<file path="config.mk">
export PLATFORM = sky130hd
export DESIGN_NAME = adc_capture_buf_flat
export DESIGN_NICKNAME = d
export VERILOG_FILES = /design/src/rtl/adc_capture_buf_if.sv /design/src/rtl/adc_capture_buf.sv /design/src/flat_wrapper.sv
export SDC_FILE = /design/constraint.sdc
export NUM_CORES = 1
export LEC_CHECK = 0
export BUFFER_PORTS_ARGS = -buffer_cell sky130_fd_sc_hd__buf_2
export CAP_MARGIN = 20
export CELL_PAD_IN_SITES_DETAIL_PLACEMENT = 0
export CELL_PAD_IN_SITES_GLOBAL_PLACEMENT = 1
export CORE_MARGIN = 5
export CORE_UTILIZATION = 37
export CTS_CLUSTER_SIZE = 40
export DETAILED_ROUTE_END_ITERATION = 16
export PLACE_DENSITY = 0.87
export SLEW_MARGIN = 30
export SYNTH_ARGS = -nofsm -noshare
export SYNTH_HDL_FRONTEND = slang
export SYNTH_SLANG_ARGS = --single-unit
</file>
<file path="constraint.sdc">
create_clock -name dspclk -period 2.7 [get_ports dspclk]
set_input_delay 0 -clock dspclk [delete_from_list [all_inputs] [get_ports dspclk]]
set_output_delay 0 -clock dspclk [all_outputs]
set_load 0.02 [all_outputs]
</file>
<file path="src/rtl/adc_capture_buf_if.sv">
// Stream-in / BRAM-write bundle for adc_capture_buf.
// slave is the capture buffer's side; master is the upstream/readout side.
interface adc_capture_buf_if #(
    parameter int unsigned ADC_AXIS_DATAWIDTH   = 128,
    parameter int unsigned BRAMTOHOST_ADDRWIDTH = 13
);
    logic [ADC_AXIS_DATAWIDTH-1:0]   s_tdata;
    logic                            s_tvalid;
    logic                            s_tready;
    logic [BRAMTOHOST_ADDRWIDTH-1:0] bram_addr;
    logic [ADC_AXIS_DATAWIDTH-1:0]   bram_data;
    logic                            bram_we;

    modport slave (
        input  s_tdata, s_tvalid,
        output s_tready, bram_addr, bram_data, bram_we
    );

    modport master (
        output s_tdata, s_tvalid,
        input  s_tready, bram_addr, bram_data, bram_we
    );
endinterface

</file>
<file path="src/rtl/adc_capture_buf.sv">
// Armed/triggered ADC snapshot buffer writing a programmed number of beats to BRAM.
// Optional keep-one-in-N decimation when ADC_CAPTURE_DECIM_EN is defined.
module adc_capture_buf #(
    parameter int unsigned ADC_AXIS_DATAWIDTH   = 128,
    parameter int unsigned BRAMTOHOST_ADDRWIDTH = 13
) (
    input  logic                            dspclk,
    input  logic                            aresetn,
    adc_capture_buf_if.slave                bus,
    input  logic                            arm,
    input  logic                            trig,
    input  logic                            abort,
    input  logic [BRAMTOHOST_ADDRWIDTH-1:0] nwords_m1,
    input  logic [7:0]                      decim,
    output logic                            busy,
    output logic                            done,
    output logic [BRAMTOHOST_ADDRWIDTH:0]   wcount
);
    localparam int unsigned DW  = ADC_AXIS_DATAWIDTH;
    localparam int unsigned AW  = BRAMTOHOST_ADDRWIDTH;
    localparam int unsigned WCW = AW + 1;

    typedef enum logic [1:0] {S_IDLE, S_ARMED, S_CAPTURE, S_DONE} state_t;

    state_t          r_state, w_state_nxt;
    logic [AW-1:0]   r_nwords_m1;
    logic [WCW-1:0]  r_wcount;
    logic [AW-1:0]   r_addr;
    logic [DW-1:0]   r_data;
    logic            r_we, r_tready, r_busy, r_done;
    logic            w_cand, w_keep, w_last, w_load, w_dcnt_zero;

`ifdef ADC_CAPTURE_DECIM_EN
    localparam int unsigned DCW = 8;
    logic [DCW-1:0] r_decim, r_dcnt, w_dcnt_base;

    // The trigger cycle starts a fresh decimation phase.
    assign w_dcnt_base = (r_state == S_ARMED) ? '0 : r_dcnt;
    assign w_dcnt_zero = (w_dcnt_base == '0);

    always_ff @(posedge dspclk or negedge aresetn) begin
        if (!aresetn) begin
            r_decim <= '0;
            r_dcnt  <= '0;
        end else if (w_load) begin
            r_decim <= decim;
            r_dcnt  <= '0;
        end else if (w_cand && bus.s_tvalid) begin
            r_dcnt <= (w_dcnt_base == r_decim) ? '0 : w_dcnt_base + DCW'(1);
        end
    end
`else
    logic w_unused_decim;
    assign w_unused_decim = ^decim;
    assign w_dcnt_zero    = 1'b1;
`endif

    always_ff @(posedge dspclk or negedge aresetn) begin
        if (!aresetn) r_state <= S_IDLE;
        else          r_state <= w_state_nxt;
    end

    // Candidate beats: the trigger cycle in ARMED, then every cycle in CAPTURE.
    always_comb begin
        w_state_nxt = r_state;
        w_cand      = ~abort & (((r_state == S_ARMED) & trig) | (r_state == S_CAPTURE));
        w_keep      = w_cand & bus.s_tvalid & w_dcnt_zero;
        w_last      = w_keep & (r_wcount[AW-1:0] == r_nwords_m1);
        w_load      = ~abort & arm & ((r_state == S_IDLE) | (r_state == S_DONE));
        case (r_state)
            S_IDLE, S_DONE: if (w_load) w_state_nxt = S_ARMED;
            S_ARMED:        if (w_cand) w_state_nxt = w_last ? S_DONE : S_CAPTURE;
            S_CAPTURE:      if (w_last) w_state_nxt = S_DONE;
            default:        w_state_nxt = S_IDLE;
        endcase
        if (abort) w_state_nxt = S_IDLE;
    end

    always_ff @(posedge dspclk or negedge aresetn) begin
        if (!aresetn) begin
            r_tready    <= 1'b0;
            r_we        <= 1'b0;
            r_addr      <= '0;
            r_data      <= '0;
            r_wcount    <= '0;
            r_nwords_m1 <= '0;
            r_busy      <= 1'b0;
            r_done      <= 1'b0;
        end else begin
            r_tready <= 1'b1;
            r_we     <= w_keep;
            r_busy   <= (w_state_nxt == S_ARMED) || (w_state_nxt == S_CAPTURE);
            r_done   <= (w_state_nxt == S_DONE);
            if (w_load) begin
                r_wcount    <= '0;
                r_nwords_m1 <= nwords_m1;
            end
            if (w_keep) begin
                r_addr   <= r_wcount[AW-1:0];
                r_data   <= bus.s_tdata;
                r_wcount <= r_wcount + WCW'(1);
            end
        end
    end

    assign bus.s_tready  = r_tready;
    assign bus.bram_we   = r_we;
    assign bus.bram_addr = r_addr;
    assign bus.bram_data = r_data;
    assign busy          = r_busy;
    assign done          = r_done;
    assign wcount        = r_wcount;
endmodule
</file>
<file path="src/flat_wrapper.sv">
// flat-port wrapper written by rule: the top's interface ports become plain ports
module adc_capture_buf_flat 
#(
    parameter int unsigned ADC_AXIS_DATAWIDTH   = 128,
    parameter int unsigned BRAMTOHOST_ADDRWIDTH = 13
)
  (dspclk, aresetn, arm, trig, abort, nwords_m1, decim, busy, done, wcount, bus_s_tdata, bus_s_tvalid, bus_s_tready, bus_bram_addr, bus_bram_data, bus_bram_we);
  adc_capture_buf_if #(.ADC_AXIS_DATAWIDTH(ADC_AXIS_DATAWIDTH), .BRAMTOHOST_ADDRWIDTH(BRAMTOHOST_ADDRWIDTH)) bus_i ();
  input  logic dspclk;
  input  logic aresetn;
  input  logic arm;
  input  logic trig;
  input  logic abort;
  input  logic [BRAMTOHOST_ADDRWIDTH-1:0] nwords_m1;
  input  logic [7:0] decim;
  output logic busy;
  output logic done;
  output logic [BRAMTOHOST_ADDRWIDTH:0] wcount;
  input wire logic [$bits(bus_i.s_tdata)-1:0] bus_s_tdata;
  input wire logic [$bits(bus_i.s_tvalid)-1:0] bus_s_tvalid;
  output wire logic [$bits(bus_i.s_tready)-1:0] bus_s_tready;
  output wire logic [$bits(bus_i.bram_addr)-1:0] bus_bram_addr;
  output wire logic [$bits(bus_i.bram_data)-1:0] bus_bram_data;
  output wire logic [$bits(bus_i.bram_we)-1:0] bus_bram_we;
  assign bus_i.s_tdata = bus_s_tdata;
  assign bus_i.s_tvalid = bus_s_tvalid;
  assign bus_s_tready = bus_i.s_tready;
  assign bus_bram_addr = bus_i.bram_addr;
  assign bus_bram_data = bus_i.bram_data;
  assign bus_bram_we = bus_i.bram_we;
  adc_capture_buf #(.ADC_AXIS_DATAWIDTH(ADC_AXIS_DATAWIDTH), .BRAMTOHOST_ADDRWIDTH(BRAMTOHOST_ADDRWIDTH)) u_core (.dspclk(dspclk), .aresetn(aresetn), .bus(bus_i), .arm(arm), .trig(trig), .abort(abort), .nwords_m1(nwords_m1), .decim(decim), .busy(busy), .done(done), .wcount(wcount));
endmodule
</file>
After elaboration in Yosys (flattened, before gate mapping)
Cells that the tools add are included.
Cells by class
  order comparisons: 0
  shift-type cells: 0
  equality and inequality tests: 7
  add/subtract/negate cells: 1
  div/mod/pow operators: 0
  bitwise gates (word level): 9
  reductions and logical operators: 4
  muxes and demuxes: 8
  multipliers: 0
Operators with widths (number)
  2-to-1 mux 14 bit: 2
  adder 14 x 1 -> 14 bit, second input constant: 1
  == test 13 bit: 1
  == test 2 bit, second input constant: 4
  2-to-1 mux 2 bit: 4
  AND 1 bit: 6
  case mux 2 bit (3 select lines): 1
  == test 2 x 1 -> 1 bit, second input constant: 2
  zero test 2 bit: 1
  OR 1 bit: 2
  nonzero test 2 bit: 1
  OR reduction 2 bit: 1
  logical OR 1 bit: 1
  2-to-1 mux 1 bit: 1
  inverter 1 bit: 1
Word-level totals
  memories kept: 0
  register bits: 174
  word-level logic and storage cells: 38
  bits in latches: 0
  input port bits: 155
  RAM bits: 0
  output and inout port bits: 159
  bits in read-only memories: 0

Logic depth before layout (Yosys ltp)
  word-level depth: 12
  depth in mapped cells: 10
  depth with buffers taken out: 7

Worst setup path before layout
No wires, ideal clock.
  kind: register to register
  start: register u_core.r_state[0]
  end: register u_core.r_busy (netlist: u_core.busy)
  buffers on the path: 0
  period minus slack after synthesis: 1.720 ns
  stages on the path, launching flop included: 7
  setup time: 0.126 ns
  data required time: 2.574 ns
  data arrival time: 1.594 ns
  slack: 0.980 ns
  cells stage by stage: dfrtp_1 > inv_1 > ha_1 > nor4_1 > nand4_1 > a31oi_1 > ha_1
Between the ends
  word-level cells in the longest chain between the ends: 12
  elaborated cells between the ends (all ways): 21
  those cells by class: 5 x eq/ne; 6 x mux; 7 x bitwise; 3 x reduce/logical
RTL lines
  start, declared: RTL line adc_capture_buf.sv:25  | state_t r_state, w_state_nxt;
  start signal, assigned: RTL line adc_capture_buf.sv:60  | else r_state <= w_state_nxt;
  == test 2 x 1 -> 1 bit: RTL line adc_capture_buf.sv:66, adc_capture_buf.sv:70
  AND 1 bit: RTL line adc_capture_buf.sv:66  | w_cand = ~abort & (((r_state == S_ARMED) & trig) | (r_state == S_CAPTURE));
  OR 1 bit: RTL line adc_capture_buf.sv:66
  AND 1 bit: RTL line adc_capture_buf.sv:66
  AND 1 bit: RTL line adc_capture_buf.sv:67  | w_keep = w_cand & bus.s_tvalid & w_dcnt_zero;
  AND 1 bit: RTL line adc_capture_buf.sv:68  | w_last = w_keep & (r_wcount[AW-1:0] == r_nwords_m1);
  2-to-1 mux 1 bit: RTL line adc_capture_buf.sv:72  | S_ARMED: if (w_cand) w_state_nxt = w_last ? S_DONE : S_CAPTURE;
  2-to-1 mux 2 bit: RTL line adc_capture_buf.sv:72
  case mux 2 bit (3 select lines) *: RTL line adc_capture_buf.sv:70  | case (r_state)
  2-to-1 mux 2 bit *: RTL line adc_capture_buf.sv:76  | if (abort) w_state_nxt = S_IDLE;
  net u_core.w_state_nxt[0]: RTL line adc_capture_buf.sv:25
  == test 2 x 1 -> 1 bit / == test 2 bit (equally long branches): RTL line adc_capture_buf.sv:92  | r_busy <= (w_state_nxt == S_ARMED) || (w_state_nxt == S_CAPTURE);
  logical OR 1 bit *: RTL line adc_capture_buf.sv:92
  end signal, assigned: RTL line adc_capture_buf.sv:92
  end, declared: RTL line adc_capture_buf.sv:30  | logic r_we, r_tready, r_busy, r_done;
The timed path passes the listed nets; every way through them passes the cells marked *.
A chain may end at the register's enable or synchronous reset.

Worst setup path after layout
  start: register u_core.r_state[0]
  end: register u_core.r_state[0]
Between the ends
  word-level cells in the longest chain between the ends: 10
  elaborated cells between the ends (all ways): 18
  those cells by class: 3 x eq/ne; 6 x mux; 7 x bitwise; 2 x reduce/logical
RTL lines (RTL line)
  == test 2 x 1 -> 1 bit: adc_capture_buf.sv:66, adc_capture_buf.sv:70
  AND 1 bit: adc_capture_buf.sv:66
  OR 1 bit: adc_capture_buf.sv:66
  AND 1 bit: adc_capture_buf.sv:66
  AND 1 bit: adc_capture_buf.sv:67
  AND 1 bit: adc_capture_buf.sv:68
  2-to-1 mux 1 bit: adc_capture_buf.sv:72
  2-to-1 mux 2 bit: adc_capture_buf.sv:72
  case mux 2 bit (3 select lines) *: adc_capture_buf.sv:70
  2-to-1 mux 2 bit *: adc_capture_buf.sv:76
  net u_core.w_state_nxt[0]: adc_capture_buf.sv:25
Marked as above.

==> flow_summary.json <==
{
  "endpoint_kind": "register",
  "outcome": "complete, no violations",
  "rsz0062_at_grt": "false",
  "die_h_um": 149,
  "p_int_w": 0.00605,
  "min_period_over_period_pct": 79.3,
  "required_ns": 3.05,
  "layout_commonest_cell": "nand2_1",
  "wirelength_um": 21500,
  "layout_common_cells": "nand2_1, buf_2, dfrtp_1",
  "fin_setup_tns_ns": 0,
  "fill_cells": 1646,
  "grt_usage_pct": 19.1,
  "synth_cells": 749,
  "path_delay_family": "buffers and inverters",
  "grt_pass1_wl_um": 34000,
  "yosysTopAreaCell": "dfrtp_1",
  "cts-root-buf": "clkbuf_16",
  "htreeDepth": 4,
  "synth_ff_type": "dfrtp_1",
  "drt-initial-drc-count": 258,
  "ys_seq_area_share_pct": 60.9,
  "slew_headroom_pct": 53.0,
  "crit_path_start_kind": "register",
  "grt_max_degree": 73,
  "finalCriticalPeriod_ns": 2.14,
  "layout_setup_ws_ns": 0.558,
  "path_cells": "inv_1 -> ha_1 -> nor4_1 -> nand4_1 -> a31oi_1 -> dlygate4sd3_1",
  "clkPwrFrac_pct": 29.4,
  "min_path_type": "in2async",
  "cts_resized": 0,
  "crit_slowest_cell": "dlygate4sd3_1",
  "ys_top_cells_by_area": "dfrtp_1, nand2_1, buf_6",
  "die_area_um2": 22200,
  "whs_ns": 0.150,
  "core-area_um2": 18900,
  "hpwl_um": 14100,
  "synth-seq-cells": 174,
  "start_util_pct": 37.8,
  "yosysWarnings": 0,
  "cts.sinks": 174,
  "async_reset_ff_share_pct": 100,
  "swShare_pct": 35.0,
  "wire_per_inst_um": 14.7,
  "setup_viol": 0,
  "drv_slew": 0,
  "yosys.cell_types.count": 45,
  "max_freq_mhz": 467,
  "syn-num-nets": 909,
  "postCtsSetupBuffers": 0,
  "p_leak_nw": 6.09,
  "netlist.area_leader.share_pct": 60.9,
  "critPathLaunch": "u_core.r_state[0]$_DFF_PN0_",
  "slowest_delay_ns": 0.58,
  "row_count": 50,
  "cts_max_path_buffers": 2,
  "fin_skew_ns": 0.0106,
  "antenna_found_initial": 0,
  "cts_tree": "done",
  "ios": 314,
  "via_count": 6572,
  "max_slew.worst_pin.slew_ns": 0.705,
  "syn_area_per_cell_um2": 9.54,
  "routabilityCongestion": 0.818,
  "switchingPower_w": 0.00325,
  "crit_fanout": 5,
  "drcViolationCount": 0,
  "grt_overflow": 0,
  "final_area_um2": 10900,
  "place_area_um2": 8820,
  "die_x_um": 149,
  "mappedNetlistArea_um2": 7150,
  "cts.clk_slew.worst_paths_ns": 0.06,
  "area_growth_pct": 53.0,
  "antenna_cells": 0,
  "r2r_start": "u_core.r_state[0]$_DFF_PN0_",
  "antenna_left": 0,
  "seqPwrFrac_pct": 40.0,
  "power.density_nw_per_um2": 850,
  "insertion_delay_ns": 0.42,
  "hold_viol_final": 0,
  "post_drt_via_cell_ratio": 4.50,
  "numCtsBuffers": 17,
  "first_pass_iters": 6,
  "place_ws_ns": 0.751,
  "cp.arrival_ns": 2.50,
  "nets": 1349,
  "layout-drive-gt1-share_pct": 30.7,
  "drv_cap": 0,
  "grt_pass1_vias": 6687,
  "crit_buf_inv": 2,
  "ir_drop_uv": 406,
  "p_comb_share_pct": 30.7,
  "portBuffers": 305,
  "synth_edf_count": 0,
  "crit_type": "reg2reg"
}
## area by class of cell
cell class	instances	area (um^2)	share of cell area (%)
Tap cell	260	325	2.97
Multi-Input combinational cell	530	2430	22.3
Sequential cell	174	4350	39.8
Timing Repair Buffer	460	3130	28.7
Inverter	6	27.5	0.252
Clock inverter	14	230	2.11
Clock buffer	18	429	3.92
## worst paths after layout
| check | depth (start not counted) | endpoint | slack [ns] |
|---|---|---|---|
| max | 6 | u_core.r_state[0]$_DFF_PN0_ | 0.56 |
| min | 2 | u_core.bus.bram_data[116]$_DFFE_PN0P_ | 0.15 |
| max reg2reg | 6 | u_core.r_state[0]$_DFF_PN0_ | 0.56 |
| min reg2reg | 2 | u_core.bus.bram_data[108]$_DFFE_PN0P_ | 0.47 |
| max in group asynchronous | 3 | u_core.bus.bram_data[88]$_DFFE_PN0P_ | 1.77 |
| min in group dspclk | 4 | u_core.wcount[0]$_DFFE_PN0P_ | 0.17 |
## power groups by stage
stage | registers (W) | clock network [W] | logic (W)
floorplan | 0.00464 | 0 | 0.000675
CTS | 0.00370 | 0.00281 | 0.00287
global placement | 0.00373 | 0 | 0.00265
finish | 0.00372 | 0.00273 | 0.00285
detailed placement | 0.00375 | 0 | 0.00270
global route | 0.00381 | 0.00291 | 0.00309
## cells by family (layout without fill, tap and decap cells)
logic type               Yosys count  count (layout)  synth area share [%]
AND/OR/NAND/NOR                  459             459                  25.9
flip-flops                       174             174                  60.9
buffers and inverters             45             498                  5.02
AO/OA/AOI/OAI                     38              38                  3.48
multiplexers                      14              14                  2.19
XOR/XNOR                          13              13                  1.59
adder cells (fa/ha/maj)            5               5                 0.875
other                              1               1                0.0525
## metal layers
metal  vias up  part of all wire [%]  track usage [%]
met5         -                     0                0
met4         0                   4.1             8.92
met3        57                   6.0             4.83
met2       210                    51             33.7
met1      3085                    39             21.7
li1       3220                     -                -
## timing repair
| action | in CTS | in global routing |
|---|---|---|
| hold endpoints to repair | 213 | 0 |
| hold buffers | 145 | 0 |
| setup endpoints to repair | 0 | 0 |
## cell usage after synthesis, drive strengths merged (2+ instances only)
cell      n
nor3      3
buf      37
o21ai    15
inv       6
nor2      5
a21o      2
a22o      4
a41oi     2
nor2b     3
nand3b    2
nand2b    2
o211ai    2
mux2     13
a21oi     3
xor2     11
nand3     3
a31oi     6
nor4      3
dfrtp   174
a211o     2
and3      4
nand4     4
xnor2     2
ha        5
nand2   426
clkbuf    2
## stage by stage
stage          util, %  total power (W)  instances
2_1_floorplan        -          0.00532        749
3_3_place_gp      46.7          0.00638       1285
3_5_place_dp      46.7          0.00645       1285
4_1_cts           57.9          0.00939       1462
5_1_grt           57.9          0.00981       1462
6_report          57.9          0.00930       1462
## worst reg2reg max path: cells and delay by family (launching register included)
kind / cells / cell delay (ns)
and+or+nand+nor: 2 / 0.44
adders and majority gates: 1 / 0.37
AOI/OAI and AO/OA: 1 / 0.24
buffers and inverters: 2 / 0.66
DFF: 1 / 0.38
## sequential cells by signal (all words and copies together), names as in the netlist
register	cells
u_core.bus.bram_addr	13
u_core.bus.bram_data	128
u_core.bus.bram_we	1
u_core.bus.s_tready	1
u_core.busy	1
u_core.done	1
u_core.r_nwords_m1	13
u_core.r_state	2
u_core.wcount	14
(Power assumes the default switching activity.)
